`src/rtl/riscv_mem_pkg.sv`:
```
// rtl/riscv_mem_pkg.sv - shared types and constants for the unified memory port arbiter
//
// Purpose: FSM state encoding, transaction owner constants and default bus widths
//          shared by mem_port_arbiter and its bench.
// Ports:   none (package).
package riscv_mem_pkg;

    localparam int DEF_ADDR_W = 32;
    localparam int DEF_DATA_W = 32;

    typedef enum logic [1:0] {
        ST_IDLE = 2'd0,
        ST_CMD  = 2'd1,
        ST_WAIT = 2'd2,
        ST_RESP = 2'd3
    } arb_state_e;

    typedef logic owner_t;

    localparam owner_t OWN_IF = 1'b0;
    localparam owner_t OWN_DM = 1'b1;

endpackage

```
`src/rtl/arb_sat_counter.sv`:
```
// rtl/arb_sat_counter.sv - saturating up-counter with synchronous clear
//
// Purpose: counts inc pulses up to MAX and holds there; clr has priority over inc.
// Ports:
//   clk  in  clock, rising edge
//   rst  in  synchronous reset, active-low (count -> 0)
//   inc  in  count up by one unless already at MAX
//   clr  in  force count to 0
//   sat  out count == MAX
module arb_sat_counter #(
    parameter int WIDTH = 4,
    parameter int MAX   = 15
) (
    input  logic clk,
    input  logic rst,
    input  logic inc,
    input  logic clr,
    output logic sat
);

    localparam logic [WIDTH-1:0] MAX_V = WIDTH'(MAX);

    logic [WIDTH-1:0] cnt_q;
    logic [WIDTH-1:0] cnt_d;

    assign sat = (cnt_q == MAX_V);

    always_comb begin
        cnt_d = cnt_q;
        if (clr) begin
            cnt_d = '0;
        end else if (inc && !sat) begin
            cnt_d = cnt_q + 1'b1;
        end
    end

    always_ff @(posedge clk) begin
        if (!rst) begin
            cnt_q <= '0;
        end else begin
            cnt_q <= cnt_d;
        end
    end

endmodule

```
`src/rtl/mem_port_arbiter.sv`:
```
// rtl/mem_port_arbiter.sv - fetch/data arbiter in front of a single-port unified memory
//
// Purpose: grants one of the fetch (IF) or data (MEM) requesters, issues a single memory
//          command, waits for read data (with timeout) and returns a one-cycle completion
//          pulse plus held read data to the owner. Stalls hold each stage while its
//          request is outstanding.
// Ports:
//   clk, rst                          clock / synchronous active-low reset
//   if_req, if_addr                   fetch request (level, held until if_valid)
//   if_rdata, if_valid                fetch data and completion pulse
//   dm_req, dm_we, dm_addr, dm_wdata  data request (level, held until dm_valid)
//   dm_rdata, dm_valid                data read data and completion pulse
//   stall_f, stall_m                  pipeline holds
//   mem_req/we/addr/wdata, mem_ready  command channel to memory
//   mem_rvalid, mem_rdata             read return channel from memory
//   err                               sticky read-timeout flag
module mem_port_arbiter
    import riscv_mem_pkg::*;
#(
    parameter int ADDR_W     = DEF_ADDR_W,
    parameter int DATA_W     = DEF_DATA_W,
    parameter int STARVE_MAX = 4,
    parameter int TIMEOUT    = 16
) (
    input  logic              clk,
    input  logic              rst,
    input  logic              if_req,
    input  logic [ADDR_W-1:0] if_addr,
    output logic [DATA_W-1:0] if_rdata,
    output logic              if_valid,
    input  logic              dm_req,
    input  logic              dm_we,
    input  logic [ADDR_W-1:0] dm_addr,
    input  logic [DATA_W-1:0] dm_wdata,
    output logic [DATA_W-1:0] dm_rdata,
    output logic              dm_valid,
    output logic              stall_f,
    output logic              stall_m,
    output logic              mem_req,
    output logic              mem_we,
    output logic [ADDR_W-1:0] mem_addr,
    output logic [DATA_W-1:0] mem_wdata,
    input  logic              mem_ready,
    input  logic              mem_rvalid,
    input  logic [DATA_W-1:0] mem_rdata,
    output logic              err
);

    localparam int STARVE_W = $clog2(STARVE_MAX + 1);
    localparam int TMO_W    = (TIMEOUT > 1) ? $clog2(TIMEOUT) : 1;

    arb_state_e        state_q, state_d;
    owner_t            owner_q, owner_d;
    logic              we_q, we_d;
    logic [ADDR_W-1:0] addr_q, addr_d;
    logic [DATA_W-1:0] wdata_q, wdata_d;
    logic [DATA_W-1:0] if_rdata_q, if_rdata_d;
    logic [DATA_W-1:0] dm_rdata_q, dm_rdata_d;
    logic              err_q, err_d;

    logic              grant_dm;
    logic              starve_inc, starve_clr, starve_sat;
    logic              tmo_inc, tmo_clr, tmo_sat;
    logic              resp_load;
    logic [DATA_W-1:0] resp_data;

    // Counts data grants made while a fetch was also waiting.
    arb_sat_counter #(
        .WIDTH (STARVE_W),
        .MAX   (STARVE_MAX)
    ) u_starve_cnt (
        .clk (clk),
        .rst (rst),
        .inc (starve_inc),
        .clr (starve_clr),
        .sat (starve_sat)
    );

    // Counts WAIT cycles without read data; sat marks the last allowed one.
    arb_sat_counter #(
        .WIDTH (TMO_W),
        .MAX   (TIMEOUT - 1)
    ) u_tmo_cnt (
        .clk (clk),
        .rst (rst),
        .inc (tmo_inc),
        .clr (tmo_clr),
        .sat (tmo_sat)
    );

    always_comb begin
        state_d    = state_q;
        owner_d    = owner_q;
        we_d       = we_q;
        addr_d     = addr_q;
        wdata_d    = wdata_q;
        if_rdata_d = if_rdata_q;
        dm_rdata_d = dm_rdata_q;
        err_d      = err_q;
        grant_dm   = 1'b0;
        starve_inc = 1'b0;
        starve_clr = 1'b0;
        tmo_inc    = 1'b0;
        tmo_clr    = 1'b0;
        resp_load  = 1'b0;
        resp_data  = '0;

        case (state_q)
            ST_IDLE: begin
                if (if_req || dm_req) begin
                    // Data has priority unless fetch has been passed over STARVE_MAX times.
                    grant_dm = dm_req && !(if_req && starve_sat);
                    owner_d  = grant_dm ? OWN_DM : OWN_IF;
                    we_d     = grant_dm ? dm_we : 1'b0;
                    addr_d   = grant_dm ? dm_addr : if_addr;
                    wdata_d  = grant_dm ? dm_wdata : '0;
                    if (grant_dm && if_req) begin
                        starve_inc = 1'b1;
                    end else begin
                        starve_clr = 1'b1;
                    end
                    state_d = ST_CMD;
                end
            end
            ST_CMD: begin
                if (mem_ready) begin
                    if (we_q) begin
                        resp_load = 1'b1;
                        state_d   = ST_RESP;
                    end else begin
                        tmo_clr = 1'b1;
                        state_d = ST_WAIT;
                    end
                end
            end
            ST_WAIT: begin
                // Read data arriving on the last allowed cycle still counts as success.
                if (mem_rvalid) begin
                    resp_load = 1'b1;
                    resp_data = mem_rdata;
                    state_d   = ST_RESP;
                end else if (tmo_sat) begin
                    resp_load = 1'b1;
                    err_d     = 1'b1;
                    state_d   = ST_RESP;
                end else begin
                    tmo_inc = 1'b1;
                end
            end
            ST_RESP: begin
                state_d = ST_IDLE;
            end
            default: begin
                state_d = ST_IDLE;
            end
        endcase

        // Only the owner's data register changes so the other side keeps its last value.
        if (resp_load) begin
            if (owner_q == OWN_DM) begin
                dm_rdata_d = resp_data;
            end else begin
                if_rdata_d = resp_data;
            end
        end
    end

    always_ff @(posedge clk) begin
        if (!rst) begin
            state_q    <= ST_IDLE;
            owner_q    <= OWN_IF;
            we_q       <= 1'b0;
            addr_q     <= '0;
            wdata_q    <= '0;
            if_rdata_q <= '0;
            dm_rdata_q <= '0;
            err_q      <= 1'b0;
        end else begin
            state_q    <= state_d;
            owner_q    <= owner_d;
            we_q       <= we_d;
            addr_q     <= addr_d;
            wdata_q    <= wdata_d;
            if_rdata_q <= if_rdata_d;
            dm_rdata_q <= dm_rdata_d;
            err_q      <= err_d;
        end
    end

    assign if_valid  = (state_q == ST_RESP) && (owner_q == OWN_IF);
    assign dm_valid  = (state_q == ST_RESP) && (owner_q == OWN_DM);
    assign if_rdata  = if_rdata_q;
    assign dm_rdata  = dm_rdata_q;
    assign mem_req   = (state_q == ST_CMD);
    assign mem_we    = we_q;
    assign mem_addr  = addr_q;
    assign mem_wdata = wdata_q;
    assign err       = err_q;

    // Nothing is outstanding while reset is held, so the pipeline is not stalled then.
    assign stall_f = rst & if_req & ~if_valid;
    assign stall_m = rst & dm_req & ~dm_valid;

endmodule
```
`config.mk`:
```
export PLATFORM = sky130hd
export DESIGN_NAME = mem_port_arbiter
export DESIGN_NICKNAME = d
export VERILOG_FILES = /design/src/rtl/riscv_mem_pkg.sv /design/src/rtl/arb_sat_counter.sv /design/src/rtl/mem_port_arbiter.sv
export SDC_FILE = /design/constraint.sdc
export NUM_CORES = 1
export LEC_CHECK = 0
export ABC_AREA = 1
export ABC_CLOCK_PERIOD_IN_PS = 2300
export CELL_PAD_IN_SITES_DETAIL_PLACEMENT = 2
export CELL_PAD_IN_SITES_GLOBAL_PLACEMENT = 2
export CORE_MARGIN = 2
export CORE_UTILIZATION = 22
export DETAILED_ROUTE_END_ITERATION = 7
export PLACE_DENSITY = 0.85
export SLEW_MARGIN = 20
export SYNTH_ARGS = -nofsm -noshare
export SYNTH_HDL_FRONTEND = slang
export SYNTH_SLANG_ARGS = --single-unit
```
`constraint.sdc`:
```
create_clock -name clk -period 2.3 [get_ports clk]
set_clock_uncertainty 0.2 [all_clocks]
set_input_delay 0.46 -clock clk [delete_from_list [all_inputs] [get_ports clk]]
set_output_delay 0.46 -clock clk [all_outputs]
set_load 0.03 [all_outputs]
```
==> results of run 1 <==
-- flip-flops by register name (all words and copies together), names as in the netlist --
| signal | count |
|---|---|
| if_rdata | 32 |
| dm_rdata | 32 |
| mem_wdata | 32 |
| owner_q | 1 |
| u_starve_cnt.cnt_q | 3 |
| u_tmo_cnt.cnt_q | 4 |
| err | 1 |
| mem_addr | 32 |
| mem_we | 1 |
| state_q | 2 |
-- metal layers --
metal | track usage | wire length [um]
met1 | 0.1945 | 10480
met2 | 0.2990 | 12290
met3 | 0.06201 | 2040
met4 | 0.05403 | 411
met5 | 0 | 0
-- per-stage QoR --
step	setup TNS (ps)	hold slack (ps)
floorplan	0	261.2
global placement	-3.107	251.9
detailed placement	-27.21	266.0
CTS	0	265.5
global route	0	286.0
finish	0	256.5
-- how the worst min path moves through the flow --
stage,startpoint,endpoint,cells past startpoint
CTS,rst,err,3
detailed placement,mem_wdata[5],mem_wdata[5],2
global route,mem_wdata[5],mem_wdata[5],2
finish,rst,err,3
floorplan,u_starve_cnt.cnt_q[1],u_starve_cnt.cnt_q[1],2
global placement,mem_wdata[8],mem_wdata[8],2
-- cells in the final DEF, fill, tap and decap left out, drive strengths merged, types with 8 or more instances in the layout --
cell / netlist / final
nand2: 273 / 273
clkdlybuf4s50: 0 / 263
inv: 187 / 192
dfxtp: 140 / 140
nor2: 124 / 124
nand3: 44 / 44
o211ai: 32 / 32
o22ai: 32 / 32
buf: 45 / 30
clkbuf: 8 / 20
nand4: 16 / 16
a21oi: 9 / 9
ha: 8 / 8
-- cells by family after synthesis --
family                     after synthesis  synth area share
and+or+nand+nor                        464            0.2980
buffers and inverters                  241            0.1564
DFF                                    140            0.4456
AOI/OAI and AO/OA                       77           0.08136
adders and majority gates                8           0.01591
xor gates and xnor gates                 2          0.002785
-- power groups by stage --
stage | logic (mW) | clock network [mW] | registers [mW]
3_5_place_dp | 4.11 | 0 | 3.15
2_1_floorplan | 1.52 | 0 | 3.84
4_1_cts | 4.13 | 3.07 | 3.11
3_3_place_gp | 3.98 | 0 | 3.13
5_1_grt | 4.42 | 3.18 | 3.16
6_report | 4.06 | 2.98 | 3.10
-- area by class of cell --
cell class                 instances  area (sq um)  share of cell area
multi-input combinational        551          2522              0.2485
timing repair buffer             296          3028              0.2983
clock inverter                    14         180.2             0.01775
tap                              378         473.0             0.04659
inverter                         188         705.7             0.06952
sequential                       140          2803              0.2761
clock buffer                      18         439.2             0.04326
==> qor.csv, run 1 <==
metric,value,unit
seq_area_frac_synth,0.4456,
cp_max_fo,2,
antenna_found_initial,0,
drt-pass1-iter-count,4,
placed_area,9534,sq um
hold_buffers,0,
drt-total-wl,25230,um
p_sw,3.939,mW
grt_pass1_vias,7575,
yosysTopAreaCellShare,0.4456,
rsz0062_at_grt,no,
avgSynthCellArea,6.749,sq um
fin_crit_sh,0.9690,
clk_latency,420,ps
start_util,0.2252,
wire_per_inst,15.92,um
final_nets,1337,
ys_seq_elements,140,
worstSetupEndpointType,output pin,
fp.dieW,173.1,um
finalSetupViolations,0,
routabilityCongestion,0.7632,
synthCells,932,
regToRegSetupSlack,240,ps
p_per_area,999.2,nW/um^2
route.detailed.drc,0,
timing.fmax,448.7,MHz
vias_per_cell,4.286,
total_leakage_power,4.881,nW
diodes,0,
rr_startpoint,state_q[0],
route.vias.total,6794,
path_buf_inv,1,
grt_use_total,0.1714,
grt_start_max_net_pins,98,
synth_common_cells,"271 x nand2_1, 184 x inv_1, 140 x dfxtp_1",
cts_root_buffer,clkbuf_16,
p_comb_frac,0.401,
final.setup.worst_slack,71.28,ps
synth_async_sr_flop_share,0,
overflow,0,
total_power,10.14,mW
cpPeakStageDelay,720,ps
std_cell_rows,61,
clkTransAtPathRegs,60,ps
slew_headroom,0.6835,
synthFlopType,dfxtp_1,
yosys.cell_types.count,27,
critPathLaunchType,flip-flop,
core_area,27930,sq um
crit_chain,clkdlybuf4s50_1,
syn-num-nets,1075,
ant_nets,0,
drive_above_1_share,0.06214,
postCtsSetupBuffers,0,
hp-class,input port to flip-flop,
dp_hpwl,19170,um
final_core_util,0.3634,
cp.depth,1,
cp.required,1640,ps
power.share.clock,0.294,
cts_made_buffers,17,
outcome,"finished, final reports clean",
yosys.area.top_type,dfxtp_1,
fin_crit,2229,ps
endpoint,mem_addr[5],
synth_edf_count,0,
initialDrtViolationCount,181,
max_cap_violations,0,
clk_path_buf_depth,2,
yosysWarnings,0,
die_h,173.1,um
clock_sink_count,140,
area_growth,61.39,%
hold_viol,0,
cts_tree,built,
path_class,flip-flop to output pin,
fillCellCount,3290,
syn-cell-area,6290,sq um
critPathSlowestCell,clkdlybuf4s50_1,
synthTopCellsByArea,"dfxtp_1 45%, nand2_1 16%, inv_1 11%, nor2_1 7.4%, o211ai_1 3.8%",
grt_pass1_wl,40630,um
p_seq_frac,0.306,
crit_family,buffers and inverters,
num_io_pins,270,
ir_worst_vdd,0.3987,mV
final_cell_area,10150,sq um
place_ws,-20.61,ps
tightest_slew,474.7,ps
ctsHtreeMaxLevel,4,
r2r_end,state_q[0],
io_buffers,269,
cp_data_arrival_time,1570,ps
post-place-cells,1553,
final_max_slew_viol_count,0,
worstSetupStartpoint,mem_addr[5],
cts_resized,5,
synth_most_common_cell,nand2_1,
die-area,29960,sq um
finalNonFillerCells,1585,
reg2reg_depth,8,
switching_share,0.3883,
intPower,6.204,mW
Note: power is estimated with default switching activity, not from simulation.
==> run 2: changes to the inputs <==
- ABC_CLOCK_PERIOD_IN_PS: 2300 -> 2500
- clock period: 2.3 -> 2.5 ns (I/O delays scaled with it)
==> run 2 against run 1 <==
  * Combinational power decreased by 12%
  * Clock-buffer cell count unchanged
  * Largest power group unchanged
  * Sequential power decreased by 8.1%
  * Die area unchanged
  * Worst hold slack improved by 8.6 ps
  * Utilization decreased by 0.59 points
==> qor.csv, run 2 (synthesis gave the netlist of run 1 again) <==
metric,value,unit
drive_above_1_share,0.05180,
drt-pass1-iter-count,4,
final_cell_area,9986,sq um
cp_data_arrival_time,1620,ps
hp-class,flip-flop to flip-flop,
postCtsSetupBuffers,0,
cts_root_buffer,clkbuf_16,
cts_made_buffers,17,
grt_start_max_net_pins,132,
cp_max_fo,5,
worstSetupEndpointType,output pin,
overflow,0,
die_h,173.1,um
ctsHtreeMaxLevel,4,
hold_viol,0,
worstSetupStartpoint,state_q[0],
clkTransAtPathRegs,70,ps
diodes,0,
core_area,27930,sq um
io_buffers,269,
outcome,"finished, final reports clean",
cp.required,1800,ps
total_power,8.967,mW
tightest_slew,660.0,ps
totalNegativeSetupSlack,0,ps
cpPeakStageDelay,420,ps
cts_tree,built,
fillCellCount,3281,
rsz0062_at_grt,no,
multi_input_comb_area,2515,sq um
vias_per_cell,4.295,
clk_latency,410,ps
clock_sink_count,140,
area_growth,58.76,%
fin_crit,2322,ps
std_cell_rows,61,
placed_area,9417,sq um
total_leakage_power,4.800,nW
layout.cells.most_common,nand2_1,
seqCellArea,2803,sq um
routabilityCongestion,0.7431,
ant_nets,0,
grt_pass1_wl,40050,um
drt-total-wl,25160,um
start_util,0.2252,
initialDrtViolationCount,150,
finalSetupViolations,0,
grt_pass1_vias,7411,
layout_common_cells,"271 x nand2_1, 263 x clkdlybuf4s50_1, 184 x inv_1, 140 x dfxtp_1, 124 x nor2_1",
slew_headroom,0.5600,
ir_worst_vdd,0.3917,mV
clk_path_buf_depth,2,
antenna_found_initial,0,
route.vias.total,6765,
post-place-cells,1544,
route.detailed.drc,0,
min_from,mem_wdata[15],
wire_per_inst,15.97,um
crit_chain,ha_1 -> inv_1 -> nor2_1 -> dlygate4sd2_1,
path_class,flip-flop to output pin,
num_io_pins,270,
final_max_slew_viol_count,0,
fin_crit_sh,0.9287,
whs,265.1,ps
finalNonFillerCells,1575,
die-area,29960,sq um
grt_use_total,0.1683,
hold_buffers,0,
critPathSlowestCell,dlygate4sd2_1,
final_nets,1328,
dp_hpwl,18890,um
rr_startpoint,state_q[1],
critPathLaunchType,flip-flop,
p_per_area,898.0,nW/um^2
timing.fmax,430.7,MHz
fp.dieW,173.1,um
max_cap_violations,0,
==> run 2: cell count changes in the layout (fill, tap and decap cells not counted), sizes merged <==
cell           before  now
inv               192  190
clkdlybuf4s15       1    0
clkinvlp            2    4
bufinv              3    2
dlygate4sd2         0    3
clkbuf             20   18
buf                30   21
==> run 2: path summary, 6_finish.rpt <==
path / end / slack, ps / cells after the start
max: if_valid / 180 / 4
max reg2reg: dm_rdata[27] / 360 / 12
min reg2reg: mem_wdata[15] / 270 / 2
min: mem_wdata[15] / 270 / 2
==> run 2: what timing repair did <==
action                                  4_1_cts  5_1_grt
endpoints found under the setup margin        3        0
endpoints found under the hold margin         0        0
resized for setup                             3        0
==> run 2: metal layers <==
metal / vias up / GRT usage / part of all wire
li1: 3312 / - / -
met1: 3237 / 0.1859 / 0.42
met2: 203 / 0.3017 / 0.49
met3: 13 / 0.06750 / 0.082
met4: 0 / 0.03919 / 0.011
met5: - / 0 / 0
==> run 2: area by class of cell <==
class,count,share of cell area
Sequential cell,140,0.2807
Clock inverter,13,0.01441
Clock buffer,18,0.04298
Timing Repair Buffer,287,0.2921
Tap cell,378,0.04736
Inverter,188,0.07067
Multi-Input combinational cell,551,0.2518
==> run 2: worst max-delay path: cells and delay by family, from the launching register on <==
family | cells | cell delay [ps]
adder cells (fa/ha/maj) | 1 | 200
flip-flops | 1 | 400
buffers and inverters | 2 | 460
AND/OR/NAND/NOR | 1 | 150
==> run 2: power breakdown <==
part / leakage (nW) / internal [mW] / switching (mW)
registers: 1.14 / 2.61 / 0.237
clock network: 0.269 / 1.47 / 1.07
logic: 3.39 / 1.37 / 2.20
total: 4.80 / 5.46 / 3.51
==> run 2: stage by stage <==
step	worst slack, ps	util
floorplan	372.4	-
global placement	198.6	0.3371
global route	62.72	0.3575
finish	178.4	0.3575
CTS	127.0	0.3575
detailed placement	99.39	0.3371
